## config.mk

```make
export PLATFORM = sky130hd
export DESIGN_NAME = hex_display_driver
export DESIGN_NICKNAME = d
export VERILOG_FILES = /design/src/rtl/hex_display_pkg.sv /design/src/rtl/hex_seg_decoder.sv /design/src/rtl/hex_display_driver.sv
export SDC_FILE = /design/constraint.sdc
export NUM_CORES = 1
export LEC_CHECK = 0
export BUFFER_PORTS_ARGS = -buffer_cell sky130_fd_sc_hd__buf_4
export CAP_MARGIN = 10
export CORE_ASPECT_RATIO = 1.4
export CORE_UTILIZATION = 55
export CTS_CLUSTER_DIAMETER = 30
export DETAILED_ROUTE_END_ITERATION = 12
export PLACE_DENSITY_LB_ADDON = 0.15
export SYNTH_ARGS = -nofsm -noshare
export SYNTH_HDL_FRONTEND = slang
export SYNTH_HIERARCHICAL = 1
export SYNTH_SLANG_ARGS = --single-unit
```

## constraint.sdc

```tcl
create_clock -name clk -period 4.5 [get_ports clk]
set_input_delay 0.9 -clock clk [delete_from_list [all_inputs] [get_ports clk]]
set_output_delay 0.9 -clock clk [all_outputs]
set_load 0.02 [all_outputs]
```

## src/rtl/hex_display_pkg.sv

```systemverilog
// Shared types and constants for the hex display driver.
// Segment table is active-low, bit0 = a ... bit6 = g.
package hex_display_pkg;

    localparam int SEG_W = 7;

    localparam logic [SEG_W-1:0] SEG_OFF = 7'h7F;

    localparam logic [SEG_W-1:0] SEG_TABLE [16] = '{
        7'h40, 7'h79, 7'h24, 7'h30,
        7'h19, 7'h12, 7'h02, 7'h78,
        7'h00, 7'h10, 7'h08, 7'h03,
        7'h46, 7'h21, 7'h06, 7'h0E
    };

    typedef enum logic {
        IDLE   = 1'b0,
        UPDATE = 1'b1
    } state_t;

endpackage

```

## src/rtl/hex_seg_decoder.sv

```systemverilog
// Nibble to active-low seven-segment lookup.
// Purely combinational; the top registers the result.
module hex_seg_decoder
    import hex_display_pkg::*;
(
    input  logic [3:0]       i_nibble,
    output logic [SEG_W-1:0] o_seg
);

    assign o_seg = SEG_TABLE[i_nibble];

endmodule

```

## src/rtl/hex_display_driver.sv

```systemverilog
// Multi-digit hex seven-segment driver with blink, blank and
// registered outputs. Optional HEX_LEADING_ZERO_BLANK_EN adds zlb_enable.
module hex_display_driver
    import hex_display_pkg::*;
#(
    parameter int NUM_DIGITS = 6,
    parameter int BLINK_DIV  = 25000000,
    parameter int CNT_W      = 25
) (
    input  logic                        clk,
    input  logic                        resetn,
    input  logic                        in_valid,
    output logic                        in_ready,
    input  logic [4*NUM_DIGITS-1:0]     in_value,
    input  logic [NUM_DIGITS-1:0]       in_blink,
    input  logic                        blank,
`ifdef HEX_LEADING_ZERO_BLANK_EN
    input  logic                        zlb_enable,
`endif
    output logic [SEG_W*NUM_DIGITS-1:0] hex_out
);

    localparam logic [CNT_W-1:0] CNT_MAX = CNT_W'(BLINK_DIV - 1);

    state_t                        r_state;
    logic                          r_ready;
    logic [4*NUM_DIGITS-1:0]       r_value;
    logic [NUM_DIGITS-1:0]         r_blink;
    logic [CNT_W-1:0]              r_cnt;
    logic                          r_phase;
    logic [SEG_W*NUM_DIGITS-1:0]   r_hex;
    logic [SEG_W*NUM_DIGITS-1:0]   w_dec;
    logic [SEG_W*NUM_DIGITS-1:0]   w_hex_next;
    logic [NUM_DIGITS-1:0]         w_off;

    genvar g;
    generate
        for (g = 0; g < NUM_DIGITS; g++) begin : g_dec
            hex_seg_decoder u_dec (
                .i_nibble (r_value[4*g +: 4]),
                .o_seg    (w_dec[SEG_W*g +: SEG_W])
            );
        end
    endgenerate

`ifdef HEX_LEADING_ZERO_BLANK_EN
    logic [NUM_DIGITS-1:0] w_zmask;
    logic                  w_seen;

    // Blank zero digits above the most-significant non-zero digit.
    always_comb begin
        w_zmask = '0;
        w_seen  = 1'b0;
        for (int i = NUM_DIGITS - 1; i >= 1; i--) begin
            if (r_value[4*i +: 4] != 4'h0) begin
                w_seen = 1'b1;
            end
            w_zmask[i] = zlb_enable & ~w_seen;
        end
    end
`endif

    // Per-digit off mask from blank, blink phase and zero blanking.
    always_comb begin
        w_off = {NUM_DIGITS{blank}} | (r_blink & {NUM_DIGITS{r_phase}});
`ifdef HEX_LEADING_ZERO_BLANK_EN
        w_off = w_off | w_zmask;
`endif
        w_hex_next = w_dec;
        for (int i = 0; i < NUM_DIGITS; i++) begin
            if (w_off[i]) begin
                w_hex_next[SEG_W*i +: SEG_W] = SEG_OFF;
            end
        end
    end

    // Load handshake: accept in IDLE, spend one UPDATE cycle busy.
    always_ff @(posedge clk or negedge resetn) begin
        if (!resetn) begin
            r_state <= IDLE;
            r_ready <= 1'b1;
            r_value <= '0;
            r_blink <= '0;
        end else begin
            unique case (r_state)
                IDLE: begin
                    if (in_valid) begin
                        r_value <= in_value;
                        r_blink <= in_blink;
                        r_state <= UPDATE;
                        r_ready <= 1'b0;
                    end
                end
                UPDATE: begin
                    r_state <= IDLE;
                    r_ready <= 1'b1;
                end
            endcase
        end
    end

    // Free-running blink prescaler; phase flips on each wrap.
    always_ff @(posedge clk or negedge resetn) begin
        if (!resetn) begin
            r_cnt   <= '0;
            r_phase <= 1'b0;
        end else if (r_cnt == CNT_MAX) begin
            r_cnt   <= '0;
            r_phase <= ~r_phase;
        end else begin
            r_cnt   <= r_cnt + 1'b1;
        end
    end

    // Output register refreshed every cycle for glitch-free pins.
    always_ff @(posedge clk or negedge resetn) begin
        if (!resetn) begin
            r_hex <= '1;
        end else begin
            r_hex <= w_hex_next;
        end
    end

    assign in_ready = r_ready;
    assign hex_out  = r_hex;

endmodule

```

* After elaboration in Yosys (flattened, before gate mapping)
Memories as Yosys holds them, arrays and structs flattened.
Cells that the tools add are included.
** Word-level totals
- Register bits after elaboration :: 100
- Memory bits (read-only) :: 672
- Input port bits :: 34
- Logic and storage cells :: 56
- Memories :: 6
** Memory list
- (name not given) :: words 16, width 7, rd ports 1, clocked after Yosys merged registers in 0, wr ports 0, RTL line hex_seg_decoder.sv:10 : assign o_seg = SEG_TABLE[i_nibble];
- (name not given) :: words 16, width 7, rd ports 1, clocked after Yosys merged registers in 0, wr ports 0, RTL line hex_seg_decoder.sv:10
- (name not given) :: words 16, width 7, rd ports 1, clocked after Yosys merged registers in 0, wr ports 0, RTL line hex_seg_decoder.sv:10
- (name not given) :: words 16, width 7, rd ports 1, clocked after Yosys merged registers in 0, wr ports 0, RTL line hex_seg_decoder.sv:10
- (name not given) :: words 16, width 7, rd ports 1, clocked after Yosys merged registers in 0, wr ports 0, RTL line hex_seg_decoder.sv:10
- (name not given) :: words 16, width 7, rd ports 1, clocked after Yosys merged registers in 0, wr ports 0, RTL line hex_seg_decoder.sv:10
** Cells by class
- Add/sub/neg operators :: 1
- Order comparisons :: 6
- Equality and inequality tests :: 2
- Multiplexer cells :: 23
- Bitwise operators :: 10
- Reductions and logical operators :: 1
** Operators with widths (count)
- 7-bit 2-to-1 mux :: 18
- 5-bit >= comparator, second input constant :: 6
- 4-bit inverter with 5-bit output :: 6
- 25-bit by 1-bit adder with 25-bit output, second input constant :: 1
- 25-bit equality test, second input constant :: 1
- 25-bit 2-to-1 mux :: 1
- 6-bit bitwise AND :: 1
- 6-bit bitwise OR :: 1
- 1-bit one-hot mux with 2 select lines :: 2
- 1-bit 2-to-1 mux :: 2
- 2-bit != test, second input constant :: 1
- 1-bit inverter :: 2
- 2-bit AND reduction :: 1

* Depth between registers and ports, before layout
Gate-level depths: netlist of the first run.
- Depth in word-level cells :: 5
- Mapped depth :: 7
- Gate-level depth less buffers :: 6

* Cells and area by module
Netlist of the first run, hierarchy kept.
** By module, submodules not included
- hex_display_driver :: instances 1, cells an instance 281, area each 3849.9 um^2, sequential area each 2556.2 um^2
- hex_seg_decoder :: instances 6, cells an instance 32, area each 275.3 um^2, sequential area each 0.0 um^2

* Worst setup path after synthesis of the first run
OpenSTA, ideal clock, no wires.
- Path type :: input to register
- From :: input in_valid
- To :: register r_blink[0]
- Arrival time :: 1.819 ns
- Required time :: 4.375 ns
- Setup slack :: 2.556 ns
- Stages on the path :: 4
- Buffers on the path :: 1
- Cell sequence :: inv_1 -> nor2_1 -> clkbuf_1 -> mux2_2
** On the way
- Word-level cells in the longest chain between the ends :: 1
** RTL lines
- start, declared :: RTL line hex_display_driver.sv:12 : input logic in_valid,
- 2-bit AND reduction (no source line)
- end signal, assigned :: RTL line hex_display_driver.sv:89 : r_blink <= in_blink;
- end, declared :: RTL line hex_display_driver.sv:28 : logic [NUM_DIGITS-1:0] r_blink;
No other way between the ends.
A chain may end at the register's enable or synchronous reset.

* Worst setup path in the final report of the first run
- From :: register r_cnt[0]
- To :: register r_cnt[6]
** On the way
- Word-level cells in the longest chain between the ends :: 2
- Elaborated cells on any way between the ends :: 3
** RTL lines
- start, declared :: RTL line hex_display_driver.sv:29 : logic [CNT_W-1:0] r_cnt;
- start signal, assigned :: RTL line hex_display_driver.sv:111 : r_cnt <= r_cnt + 1'b1;
- 25-bit by 1-bit adder with 25-bit output / 25-bit equality test (equally long branches) :: RTL line hex_display_driver.sv:111, hex_display_driver.sv:107
- 25-bit 2-to-1 mux * :: RTL line hex_display_driver.sv:107 : end else if (r_cnt == CNT_MAX) begin
Every way passes the cells marked *; elsewhere a longest branch is shown, timed or not.

==> run summary, run 1 <==
After detailed placement, the total cell area comes to 6120 µm². The number of filler instances in the final layout is 762. The post-CTS repair timing setup buffer count came out at 0. The portion of the post-synthesis area used by sequential elements is 0.465.

The largest voltage drop on the vdd net is 0.000226 V. The sum of negative setup slack is 0 ns. The total congestion overflow is 0.

The count of final hold-check violations came out at 0. The normalized max-slew margin is 0.390. The top cell types in the final layout, fill and taps aside, are buf_4, dfrtp_1, nand2b_1, ha_1, dfstp_2. After clock tree synthesis, the clock-pin slew on the worst setup and hold paths is 0.06 ns.

77 I/O pins were placed. At the worst endpoint, the arrival time is 2.41 ns. The post-synthesis cell type count came out at 43. The routed design has 10000 µm of wire. Summed over all nets, the half-perimeter wirelength after detailed placement is 7100 µm. The initial core utilization is 0.575. The post-route cell area is 6430 µm².

The maximum level of the CTS H-tree is 3. The combinational share of power is 0.242. For this run, the share of the core covered by cells in the final layout is 0.672. The summed instance area of the synthesized netlist is 5500 µm².

The final-report max-slew violation count was 0. The hold path depth came out at 1. The clock power share came out at 0.308. The logic depth of the worst setup path including buffers is 5.

The worst-case setup margin in the final layout came out at 2.27 ns. The share of total power consumed by net switching is 0.279. The flow ran to the end, and the final reports show no timing, DRC or antenna violations.

The initial antenna violation count is 0. The number of enable flip-flop cells after synthesis came out at 0. For the pin with the worst max-slew slack, the measured transition is 0.913 ns. For this design the ratio of total power to cell area is 400 nW/µm².

The number of nets handed over by synthesis was 550. Summed over all nets, wire length on met3 after detailed routing comes to 460 µm. The area of the placeable core came out at 9560 µm². The first-pass iteration count of the detailed router is 4. The number of buffer and inverter stages on the critical path is 0.

For this run, the number of Yosys warnings is 6. The tree built by TritonCTS fans out to 100 sinks. The number of buffers added to fix hold violations after cts came out at 0.

Leaving out fill and tap cells, the most frequent cell in the layout is buf_4. The area of the die came out at 10400 µm². At the placement stage, the worst setup path has a slack of 2.19 ns. The total DRC errors in the routed layout is 0. TritonCTS built the clock tree. In the routed layout, each cell is associated on average with a via count of 5.44. The slowest stage of the critical path is the nor4_4 cell. The tightest min-delay check is of the flop to flop type. The sequential power share came out at 0.450. The clock latency on the worst-skew pair came out at 0.35 ns. The aggregate global-route resource usage is 0.212. The met1 wire length is 3770 µm. The maximum buffer depth of the clock tree came out at 2.

In the final layout, the share of cells above drive strength 1 is 0.335. Across all hold checks on the routed design, the worst slack comes to 0.487 ns. The post-detailed-route wirelength per cell is 14.8 µm. The detailed router's first-iteration violation count came out at 168. The via count of the first global-routing pass came out at 3740. Among cell families on the critical path, the largest total delay comes from simple AND/OR/NAND/NOR gates. The largest single stage delay on the critical path is 0.79 ns. In the finished design, the share of the clock period the worst path needs comes to 0.494. The die is 86.5 µm wide.

The total number of vias is 3696. The clock arrives with 0.00860 ns of skew. The count of buffers inserted at the top-level ports came out at 76. The area added between synthesis and finish came out at 16.8%.

The floorplan has 42 rows. The critical path is of the flop to flop type. The flip-flop cell with the highest count after synthesis is dfrtp_1. The highest net fanout along the worst path came out at 17. The minimum setup slack among reg-to-reg paths is 2.27 ns. For the worst setup path, the data required time is 4.69 ns. The count of inserted antenna diode cells is 0. Walking the worst path, the cells encountered are ha_1, and3_1, nand3_1, nor4_4, o21ai_0. The largest net degree at the start of global routing came out at 70. Signal routing reaches up to met4. The buffer type at the clock tree root is clkbuf_16. For this run, the post-layout net count is 619. The tool flagged a number of max-cap violations equal to 0.

A synthesized cell averages 11.6 µm². The count of endpoints failing setup in the final report is 0. The total of flip-flops plus latches after synthesis came out at 100. Counting cells, the worst reg-to-reg path comes to 5. The residual antenna-violating net count after detailed routing came out at 0. The cell internal power dissipation came out at 0.00185 W. The static leakage power came out at 3.01 nW. The startpoint kind of the worst setup timing path is a flop. The placer's final routability congestion estimate is 0.807. The height of the die came out at 120 µm. The timing-limited maximum frequency is 0.449 GHz. The worst setup path is captured at a flop. For this run, asynchronously set or reset flops after synthesis account for 1.00. The switching power summed over all nets is 0.000716 W. Setup repair after global routing left no endpoint under its margin.

The total of cells resized after clock tree synthesis came out at 0. Detailed routing placed a total of 5540 µm of wire on met2. The first global-routing pass estimated 17100 µm of wire.

The total CTS buffers is 9. The instance count of the mapped netlist came out at 473. The routed design could run at a clock period as short as 2.23 ns.
## layer usage
layer	track usage	vias to the layer above
li1	-	1785
met1	0.223	1827
met2	0.389	67
met3	0.0635	17
met4	0.0823	0
met5	0	-
## synthesized netlist by cell type (all sizes together) (5+ instances only)
| master | count | area share |
|---|---|---|
| dfstp | 43 | 0.21 |
| nand2 | 14 | 0.0096 |
| nor2 | 38 | 0.026 |
| xor2 | 9 | 0.014 |
| dfrtp | 57 | 0.26 |
| mux2 | 36 | 0.074 |
| and2b | 6 | 0.0096 |
| inv | 22 | 0.015 |
| mux4 | 6 | 0.029 |
| or4 | 5 | 0.0075 |
| nand2b | 43 | 0.049 |
| or3b | 6 | 0.0096 |
| a32o | 6 | 0.011 |
| o31ai | 6 | 0.0082 |
| o21ai | 18 | 0.016 |
| ha | 43 | 0.098 |
| buf | 15 | 0.022 |
| mux2i | 24 | 0.044 |
| nand4 | 5 | 0.0084 |
| or3 | 5 | 0.0059 |
| a22o | 12 | 0.019 |
| nand3 | 9 | 0.0082 |
| a21oi | 22 | 0.021 |
## worst paths after layout
| check | start | endpoint |
|---|---|---|
| min in group asynchronous | resetn | r_cnt[7] |
| worst max-delay path | r_cnt[0] | r_cnt[6] |
| worst min register to register | r_cnt[8] | r_cnt[8] |
| max in group asynchronous | resetn | hex_out[9] |
| worst max register to register | r_cnt[0] | r_cnt[6] |
| worst min-delay path | r_cnt[8] | r_cnt[8] |
## per-stage QoR
step / std cells / power, W
global route: 679 / 0.00271
global placement: 663 / 0.00178
finish: 679 / 0.00257
detailed placement: 663 / 0.00180
CTS: 679 / 0.00260
floorplan: 473 / 0.00160
## worst register-to-register path, cell delays in order (launching register included)
cell and delay (ns):
dfrtp_1 0.39, ha_1 0.19, and3_1 0.28, nand3_1 0.21, nor4_4 0.79, o21ai_0 0.21
## registers in the layout (all words and copies together) (netlist names)
name / count
r_cnt: 25
in_ready: 1
r_state: 1
hex_out: 42
r_blink: 6
r_value: 24
r_phase: 1
## area by class of cell
class / count / area, µm² / share of cell area
multi-input combinational: 332 / 2740 / 0.426
sequential: 100 / 2560 / 0.398
timing repair buffer: 77 / 578 / 0.0900
clock buffer: 15 / 278 / 0.0432
tap: 132 / 165 / 0.0257
inverter: 22 / 82.6 / 0.0129
clock inverter: 1 / 30.0 / 0.00467
## cell families after synthesis
family	Yosys count	share of synthesized area
muxes	66	0.146
AOI/OAI and AO/OA	66	0.0780
DFF	100	0.465
xor gates and xnor gates	12	0.0191
and+or+nand+nor	145	0.155
buffers and inverters	41	0.0393
adders and majority gates	43	0.0978
## power by group through the flow
| stage | clock [W] | sequential [W] | combinational (W) |
|---|---|---|---|
| detailed placement | 0 | 0.00117 | 0.000625 |
| global placement | 0 | 0.00117 | 0.000608 |
| floorplan | 0 | 0.00120 | 0.000397 |
| global route | 0.000848 | 0.00118 | 0.000683 |
| finish | 0.000791 | 0.00116 | 0.000622 |
| CTS | 0.000816 | 0.00116 | 0.000629 |
Power figures use the tool's default switching activity.
==> inputs of run 2 (changes only) <==
==> constraint.sdc (replaced) <==
create_clock -name clk -period 2.25 [get_ports clk]
set_input_delay 0.45 -clock clk [delete_from_list [all_inputs] [get_ports clk]]
set_output_delay 0.45 -clock clk [all_outputs]
set_load 0.02 [all_outputs]
==> run 2 against run 1 <==
  * Sequential power up 100%
  * Total power up 96%
  * Combinational power up 99%
  * Clock-buffer cell count down 2
  * Clock skew down 0.0035 ns
  * Global-route usage down 0.40 points
  * Critical endpoint is now r_cnt[24]
  * Largest cell class unchanged
  * Largest power group unchanged
  * Highest routed layer unchanged
==> run summary, run 2 (synthesis gave the netlist of run 1 again) <==
The cell internal power dissipation came to 0.00360 W (was 0.00185 W). The maximum buffer depth of the clock tree is 2 (unchanged). The clock power share is 0.293 (was 0.308). The height of the die came out at 120 µm (unchanged). The largest net degree at the start of global routing is 101 (was 70). The worst-case clock skew came out at 0.00515 ns (was 0.00860 ns).

The post-route cell area was 6440 µm² (was 6430 µm²). The leading cell type in the layout, fill and taps excluded was buf_4 (unchanged). Cell-by-cell trace of the critical path: ha_1, and3_1, nand2_1, or4_1, a21oi_1 (was ha_1, and3_1, nand3_1, nor4_4, o21ai_0). The clock latency on the worst-skew pair came out at 0.34 ns (was 0.35 ns). The count of inserted antenna diode cells came out at 0 (unchanged).

The area of the die came to 10400 µm² (unchanged). The count of final hold-check violations is 0 (unchanged). The share of total power consumed by net switching came out at 0.285 (was 0.279).

The total power divided by cell area is 781 nW/µm² (was 400 nW/µm²). The post-detailed-route wirelength per cell is 14.3 µm (was 14.8 µm). The clock tree from TritonCTS is built (unchanged).

The detailed router's first-iteration violation count came out at 137 (was 168). The sink count of the clock tree was 100 (unchanged). Leading cell types in the layout, fill and taps excluded: buf_4, dfrtp_1, nand2b_1, ha_1, dfstp_2 (unchanged).

The total CTS buffers is 9 (unchanged). Setup repair after global routing missed its margin: false (unchanged). The count of endpoints failing setup in the final report is 0 (unchanged).

The ratio of routed vias to standard cells is 5.37 (was 5.44). The ratio of cells with drive above 1 in the final layout came out at 0.342 (was 0.335). The combinational share of power came out at 0.247 (was 0.242). The kind of capture point of the worst setup path is a flop (unchanged).

The count of max-cap constraint violations came out at 0 (unchanged). The placer's final routability congestion estimate is 0.789 (was 0.807). The initial core utilization came out at 0.575 (unchanged). The data required time of the worst path is 2.52 ns (was 4.69 ns). The total DRC errors in the routed layout is 0 (unchanged).

The first-pass iteration count of the detailed router is 4 (unchanged). The aggregate global-route resource usage is 0.208 (was 0.212). The slew at the pin closest to its max-slew limit is 0.587 ns (was 0.913 ns).

The via count of the first global-routing pass is 3695 (was 3740). The residual antenna-violating net count after detailed routing is 0 (unchanged). The count of cells along the worst register-to-register path came out at 5 (unchanged). The total number of vias came out at 3659 (was 3696). The flip-flop count of the largest register, all copies and words added came out at 42 (unchanged). The normalized max-slew margin is 0.609 (was 0.390). The slowest stage cell on the critical path is or4_1 (was nor4_4). The post-CTS repair timing setup buffer count came out at 0 (unchanged).

The site row count came out at 42 (unchanged). The total I/O pin count is 77 (unchanged). The switching power summed over all nets came to 0.00144 W (was 0.000716 W). The sum of negative setup slack is 0 ns (unchanged).

The worst slack after detailed placement is 0.501 ns (was 2.19 ns). The total of cells resized after clock tree synthesis came out at 0 (unchanged). The largest voltage drop on the vdd net is 0.000454 V (was 0.000226 V). The startpoint kind of the worst setup timing path is a flop (unchanged). The maximum level of the CTS H-tree is 3 (unchanged).

The total wirelength of the detailed-routed design is 9730 µm (was 10000 µm). The final cycle utilization of the critical path came to 0.790 (was 0.494). The initial antenna violation count came out at 0 (unchanged). The class of the worst hold path was primary input to async pin (was flop to flop). The area used by sequential logic in the layout came to 2560 µm² (unchanged).

The area of the placeable core is 9560 µm² (unchanged). The buffer type at the clock tree root is clkbuf_16 (unchanged). The total congestion overflow came out at 0 (unchanged). The count of buffers inserted at the top-level ports is 76 (unchanged). The launch point of the worst reg-to-reg path is r_cnt[0] (unchanged). The number of buffer and inverter stages on the critical path came out at 0 (unchanged).

The number of filler instances in the final layout is 761 (was 762). The area of the multi-input gates was 2740 µm² (unchanged). The half-perimeter wire length after detailed placement is 6910 µm (was 7100 µm).

The largest incremental delay on the critical path came out at 0.50 ns (was 0.79 ns). The end of the worst register-to-register path is r_cnt[24] (was r_cnt[6]). The number of buffers added to fix hold violations after cts came out at 0 (unchanged). The post-layout minimum cycle time is 1.78 ns (was 2.23 ns).

The kind of cell adding the most delay to the critical path is simple AND/OR/NAND/NOR gates (unchanged). The highest net fanout along the worst path is 8 (was 17). The final-report max-slew violation count is 0 (unchanged). The area added between synthesis and finish is 17.1% (was 16.8%).

Run status: finished clean (unchanged). The width of the die is 86.5 µm (unchanged). The timing-limited maximum frequency is 0.562 GHz (was 0.449 GHz). The post-route worst hold slack was 0.139 ns (was 0.487 ns). The worst-case setup margin in the final layout came out at 0.472 ns (was 2.27 ns). The static leakage power is 3.02 nW (was 3.01 nW). The sequential power share is 0.460 (was 0.450).

The post-layout net count is 622 (was 619). The area after detailed placement was 6150 µm² (was 6120 µm²). The minimum setup slack among reg-to-reg paths came out at 0.47 ns (was 2.27 ns).

The endpoint arrival time on the critical path is 2.04 ns (was 2.41 ns). The first-pass GRT wire length was 16900 µm (was 17100 µm). The kind of critical path is flop to flop (unchanged). The clock edge transition at the registers on the reported setup and hold paths is 0.07 ns (was 0.06 ns).
## run 2: cell types whose count changed in the layout (fill, tap and decap cells not counted), sizes merged
cell,previous run,this run
buf,77,80
bufinv,1,0
clkbuf,15,13
clkinv,0,1
clkinvlp,0,2
## run 2: final cells by class
class	instances	share of cell area
Inverter	22	0.0128
Clock inverter	3	0.00311
Sequential cell	100	0.397
Clock buffer	13	0.0419
Timing Repair Buffer	80	0.0951
Tap cell	132	0.0256
Multi-Input combinational cell	332	0.425
## run 2: routing by layer
metal / routed length, µm / vias to the layer above / GRT usage
met5: 0 / - / 0
met4: 218 / 0 / 0.0844
met3: 375 / 18 / 0.0505
met2: 5090 / 56 / 0.364
met1: 4050 / 1792 / 0.242
li1: - / 1793 / -
## run 2: power groups by stage
stage               Clock (W)  Sequential [W]  Combinational, W
floorplan                   0         0.00241          0.000793
global placement            0         0.00233           0.00121
detailed placement          0         0.00235           0.00125
CTS                   0.00152         0.00232           0.00126
global route          0.00158         0.00235           0.00137
finish                0.00148         0.00232           0.00124
## run 2: how the worst max path moves through the flow
stage          slack (ns)  startpoint         to  cells past startpoint
2_1_floorplan        0.47    r_cnt[0]  r_cnt[11]                      7
3_3_place_gp         0.53    r_cnt[0]  r_cnt[24]                      5
3_5_place_dp         0.50    r_cnt[0]  r_cnt[24]                      5
4_1_cts              0.47    r_cnt[0]  r_cnt[24]                      5
5_1_grt              0.33    r_cnt[0]    r_phase                      6
6_report             0.47    r_cnt[0]  r_cnt[24]                      5
## run 2: stage by stage
stage | util | power (W) | std cells
2_1_floorplan | - | 0.00320 | 473
3_3_place_gp | 0.643 | 0.00355 | 666
3_5_place_dp | 0.643 | 0.00360 | 666
4_1_cts | 0.674 | 0.00510 | 682
5_1_grt | 0.674 | 0.00531 | 682
6_report | 0.674 | 0.00503 | 682
